===== src/rtl/seg7_pkg.sv =====
// Shared definitions for the 7-segment display checkers: pattern constants,
// segment bit positions, scan-reader FSM states and one-hot helpers.
package seg7_pkg;

    localparam int unsigned STABLE_CYCLES_DEFAULT = 4;

    typedef enum int unsigned {
        SEG_A = 0, SEG_B = 1, SEG_C = 2, SEG_D = 3,
        SEG_E = 4, SEG_F = 5, SEG_G = 6
    } seg_index_t;

    // Active-high segment levels, bit order gfedcba.
    localparam logic [6:0] PAT_0 = 7'h3F;
    localparam logic [6:0] PAT_1 = 7'h06;
    localparam logic [6:0] PAT_2 = 7'h5B;
    localparam logic [6:0] PAT_3 = 7'h4F;
    localparam logic [6:0] PAT_4 = 7'h66;
    localparam logic [6:0] PAT_5 = 7'h6D;
    localparam logic [6:0] PAT_6 = 7'h7D;
    localparam logic [6:0] PAT_7 = 7'h07;
    localparam logic [6:0] PAT_8 = 7'h7F;
    localparam logic [6:0] PAT_9 = 7'h6F;
    localparam logic [6:0] PAT_A = 7'h77;
    localparam logic [6:0] PAT_B = 7'h7C;
    localparam logic [6:0] PAT_C = 7'h39;
    localparam logic [6:0] PAT_D = 7'h5E;
    localparam logic [6:0] PAT_E = 7'h79;
    localparam logic [6:0] PAT_F = 7'h71;

    typedef enum logic [1:0] {
        ST_IDLE  = 2'd0,
        ST_TRACK = 2'd1,
        ST_HOLD  = 2'd2
    } scan_state_t;

    function automatic logic is_onehot4(input logic [3:0] v);
        return (v != 4'd0) && ((v & (v - 4'd1)) == 4'd0);
    endfunction

    function automatic logic [1:0] onehot_index4(input logic [3:0] v);
        logic [1:0] idx;
        idx = 2'd0;
        for (int i = 0; i < 4; i++) begin
            if (v[i]) idx = 2'(i);
        end
        return idx;
    endfunction

endpackage


===== src/rtl/seg7_pattern_decode.sv =====
// Combinational 7-segment pattern to hex value decoder; hit is low for any
// pattern that is not one of the sixteen hex glyphs.
module seg7_pattern_decode
    import seg7_pkg::*;
(
    input  logic [6:0] seg,
    output logic       hit,
    output logic [3:0] value
);

    // NOTE: every output gets a default before the case so no latch is inferred.
    always_comb begin
        hit   = 1'b1;
        value = 4'h0;
        case (seg)
            PAT_0:   value = 4'h0;
            PAT_1:   value = 4'h1;
            PAT_2:   value = 4'h2;
            PAT_3:   value = 4'h3;
            PAT_4:   value = 4'h4;
            PAT_5:   value = 4'h5;
            PAT_6:   value = 4'h6;
            PAT_7:   value = 4'h7;
            PAT_8:   value = 4'h8;
            PAT_9:   value = 4'h9;
            PAT_A:   value = 4'hA;
            PAT_B:   value = 4'hB;
            PAT_C:   value = 4'hC;
            PAT_D:   value = 4'hD;
            PAT_E:   value = 4'hE;
            PAT_F:   value = 4'hF;
            default: hit   = 1'b0;
        endcase
    end

endmodule


===== src/rtl/seg7_scan_reader.sv =====
// Observes a multiplexed 4-digit 7-segment bus and reconstructs the displayed
// hex digits once each digit's pattern has been stable for STABLE_CYCLES clocks.
module seg7_scan_reader
    import seg7_pkg::*;
#(
    parameter int unsigned STABLE_CYCLES = STABLE_CYCLES_DEFAULT
) (
    input  logic        clock,
    input  logic        reset,
    input  logic [3:0]  dig_sel,
    input  logic [6:0]  seg,
    output logic [15:0] hex_out,
    output logic [3:0]  digit_valid,
    output logic [3:0]  bad_pattern,
    output logic        frame_done
);

    localparam logic [7:0] CAP_AT = 8'(STABLE_CYCLES - 1);

    scan_state_t state, state_nxt;
    logic [3:0]  held_sel;
    logic [6:0]  held_seg;
    logic [7:0]  cnt;
    logic [3:0]  seen;

    logic        differ, load, count_up, capture;
    logic        dec_hit;
    logic [3:0]  dec_value;
    logic [1:0]  cap_idx;

    // Decoding the held copy keeps every output a pure register.
    seg7_pattern_decode u_decode (
        .seg   (held_seg),
        .hit   (dec_hit),
        .value (dec_value)
    );

    assign differ  = {dig_sel, seg} != {held_sel, held_seg};
    assign cap_idx = onehot_index4(held_sel);

    always_comb begin
        state_nxt = state;
        load      = 1'b0;
        count_up  = 1'b0;
        capture   = 1'b0;
        case (state)
            ST_IDLE:  load = differ;
            ST_TRACK: begin
                if (differ) begin
                    load = 1'b1;
                end else begin
                    count_up = 1'b1;
                    if (cnt == CAP_AT) begin
                        capture   = 1'b1;
                        state_nxt = ST_HOLD;
                    end
                end
            end
            ST_HOLD:  load = differ;
            default:  state_nxt = ST_IDLE;
        endcase
        if (load) state_nxt = is_onehot4(dig_sel) ? ST_TRACK : ST_IDLE;
    end

    // NOTE: sequential state uses non-blocking assignments only, so every
    // register samples pre-edge values regardless of statement order.
    always_ff @(posedge clock) begin
        if (reset) begin
            state       <= ST_IDLE;
            held_sel    <= '0;
            held_seg    <= '0;
            cnt         <= '0;
            seen        <= '0;
            hex_out     <= '0;
            digit_valid <= '0;
            bad_pattern <= '0;
            frame_done  <= 1'b0;
        end else begin
            state      <= state_nxt;
            frame_done <= 1'b0;
            if (load) begin
                held_sel <= dig_sel;
                held_seg <= seg;
                cnt      <= 8'd1;
            end else if (count_up && cnt != 8'hFF) begin
                cnt <= cnt + 8'd1;
            end
            if (capture) begin
                if (dec_hit) begin
                    hex_out[{cap_idx, 2'b00} +: 4] <= dec_value;
                    digit_valid[cap_idx]           <= 1'b1;
                    bad_pattern[cap_idx]           <= 1'b0;
                end else begin
                    digit_valid[cap_idx] <= 1'b0;
                    bad_pattern[cap_idx] <= 1'b1;
                end
                // A frame completes only when a capture fills the last unseen digit.
                if ((seen | held_sel) == 4'hF) begin
                    seen       <= '0;
                    frame_done <= 1'b1;
                end else begin
                    seen <= seen | held_sel;
                end
            end
        end
    end

endmodule


===== config.mk =====
export PLATFORM = sky130hd
export DESIGN_NAME = seg7_scan_reader
export DESIGN_NICKNAME = d
export VERILOG_FILES = /design/src/rtl/seg7_pkg.sv /design/src/rtl/seg7_pattern_decode.sv /design/src/rtl/seg7_scan_reader.sv
export SDC_FILE = /design/constraint.sdc
export NUM_CORES = 1
export LEC_CHECK = 0
export ABC_AREA = 1
export BUFFER_PORTS_ARGS = -buffer_cell sky130_fd_sc_hd__buf_2
export CORE_MARGIN = 8
export CORE_UTILIZATION = 57
export CTS_BUF_LIST = sky130_fd_sc_hd__clkbuf_4 sky130_fd_sc_hd__clkbuf_8 sky130_fd_sc_hd__clkbuf_16
export DETAILED_ROUTE_END_ITERATION = 8
export PLACE_DENSITY = 0.79
export SETUP_SLACK_MARGIN = 0.3
export SYNTH_ARGS = -nofsm -noshare
export SYNTH_HDL_FRONTEND = slang
export SYNTH_HIERARCHICAL = 1
export SYNTH_SLANG_ARGS = --single-unit

===== constraint.sdc =====
create_clock -name clock -period 1.9 [get_ports clock]
set_input_delay 0.19 -clock clock [delete_from_list [all_inputs] [get_ports clock]]
set_output_delay 0.19 -clock clock [all_outputs]
set_load 0.02 [all_outputs]

==> reports/results.tsv <==
metric	value	unit
Die Ht	86.3	µm
DP HPWL	5130	µm
Async SR Flop Fraction	0	%
crit-path max FO	12	
Synth top cells by count	nand2_1, nor2_1, dfxtp_1, inv_1, a21oi_1	
final hold slack	159	ps
DR WL/cell	13.7	µm
initial antenna violation count	0	
fillcell total	388	
Via density	5.26	
post-synthesis cell count	439	
Die Width	86.3	µm
fmax	590	MHz
Util after Layout	75.8	%
crit path DAT	1920	ps
# DRC	0	
P per Cell Area	544	mW/mm²
Seq/Total Area, Yosys	35.5	%
Core Region	0.00475	mm²
WL final	7730	µm
first-pass GRT wire length	12100	µm
crit path time final	1690	ps
Yosys cell types	35	
placed instance area	0.00312	mm²
Initial Util	59.3	%
via count	2969	
Port Buf Inserts	37	
Syn Std Cell Area	0.00282	mm²
Fin. Hold Viols	0	
Post-synth EDFFs	0	
grt ovf	0	
final cell count without fillers	564	
Total Routing Usage GR	19.5	%
met3 capacity usage during global routing	3.50	%
leakage power	1.65	nW
nets	510	
DRT Pass-1 Iters	4	
met1 Use GR	22.2	%
Initial DRC Count	142	
final instance area	0.00360	mm²
Hold Crit Class	input pin to register	
CTS Buf Count	5	
pin count of the biggest net entering global routing	31	
WP data required	2120	ps
Final Power	1.96	mW
root buf cell	clkbuf_8	
Clock Skew	13.1	ps
status	completed	
Die ar.	0.00745	mm²
GP Congestion	0.878	
Num Clock Sinks	50	
clk slew on worst S/H paths	110	ps
antenna-violating nets left	0	
ranking of synthesized cells by area	dfxtp_1, nand2_1, nor2_1	
vias in the first global route	2699	
Hold-fix buffers, CTS	0	
gr busiest metal	met2	
count leader, synth	nand2_1	
Final Setup Violations	0	
layout cells sized above 1	32.0	%
H-tree depth	2	
Peak VDD IR	398	µV
unrepaired setup endpoints after global routing	true	
Yosys top cell area share	35.5	%
clk buf depth	2	
Final WS setup	206	ps
Syn Nets	453	
warnings from Yosys	6	
Max Slew Vio Count	0	
GR Layer Usage met2	36.5	%
diode count	0	
Area growth, synth to finish	27.9	%
Synth area leader	dfxtp_1	
crit end category	register	
Slew Limit Headroom	72.9	%
max-cap violations	0	
Placed Instances	541	
Clock Latency Late Sink	310	ps
syn_area_per_cell	6.42	µm²
row count	25	
TritonCTS clock tree	yes	
fin crit share	89.2	%
I/O pins	38	
Setup crit start kind	register	
pre-CTS setup slack	68.2	ps
Yosys reg bits	50	
Setup CP Type	register to register	
Main synth FF type	dfxtp_1	
Fin Setup TNS	0	ps
slew of the pin with the lowest slew margin	406	ps
[layer usage]
layer / up-vias / wire length (µm)
li1: 1516 / -
met1: 1377 / 3230
met2: 70 / 4000
met3: 6 / 441
met4: 0 / 53
met5: - / 0
[logic make-up (layout without fill, tap and decap cells)]
logic type | after synthesis | in the layout | synth area share (%)
adder cells (fa/ha/maj) | 1 | 1 | 0.444
flip-flops | 50 | 50 | 35.5
XOR/XNOR | 5 | 5 | 1.55
AND/OR/NAND/NOR | 265 | 265 | 43.6
AO/OA/AOI/OAI | 51 | 51 | 9.33
buffers and inverters | 67 | 125 | 9.59
[report_power, final]
group / internal, mW / leakage, nW / total [mW] / switching [mW]
Sequential: 1.06 / 0.412 / 1.09 / 0.0302
Clock: 0.276 / 0.0506 / 0.661 / 0.385
Combinational: 0.0714 / 1.18 / 0.207 / 0.136
Total: 1.41 / 1.65 / 1.96 / 0.552
[worst max-delay path, cell delays in order (launching register included)]
cell	delay (ps)
dfxtp_4	420
nand2_1	70
nand2_1	80
nand2_2	70
nor2_4	160
nand4_2	160
nor2_4	150
buf_12	140
clkbuf_16	160
nand4_1	80
nand2_1	80
nor2_1	40
[worst paths after layout]
check             slack [ps]  cells after the start                  endpoint                startpoint
setup / recovery         210                     11  hex_out[11]$_SDFFE_PP0P_  held_seg[0]$_SDFFE_PP0P_
hold / removal           160                      3  held_seg[3]$_SDFFE_PP0P_                    seg[3]
setup reg to reg         210                     11  hex_out[11]$_SDFFE_PP0P_  held_seg[0]$_SDFFE_PP0P_
hold reg to reg          480                      2                  register                  register
[cells in the final DEF, fill, tap and decap left out, types with 3 or more instances in the layout]
cell type / count
a21oi_1: 28
a21oi_2: 3
buf_2: 37
buf_4: 16
buf_6: 5
clkbuf_8: 5
dfxtp_1: 38
dfxtp_2: 5
dfxtp_4: 7
inv_1: 41
inv_2: 11
inv_4: 3
nand2_1: 91
nand2_2: 13
nand2_4: 4
nand3_1: 15
nand4_1: 18
nor2_1: 77
nor2_2: 17
nor2_4: 10
nor3_1: 4
nor3_2: 5
o21ai_0: 13
xnor2_1: 3
[timing repair]
action	4_1_cts	5_1_grt
resized for setup	37	47
setup buffers	8	3
cloned	2	2
endpoints found under the setup margin	49	50
pin swaps	12	20
[cell type report]
cell class,instances,area [µm²],area share [%]
inverter,55,214,5.94
multi-input combinational,322,1720,47.8
clock buffer,5,68.8,1.91
tap,67,83.8,2.33
timing repair buffer,62,452,12.5
sequential,50,1030,28.7
clock inverter,3,28.8,0.799
Power figures use the tool's default switching activity.
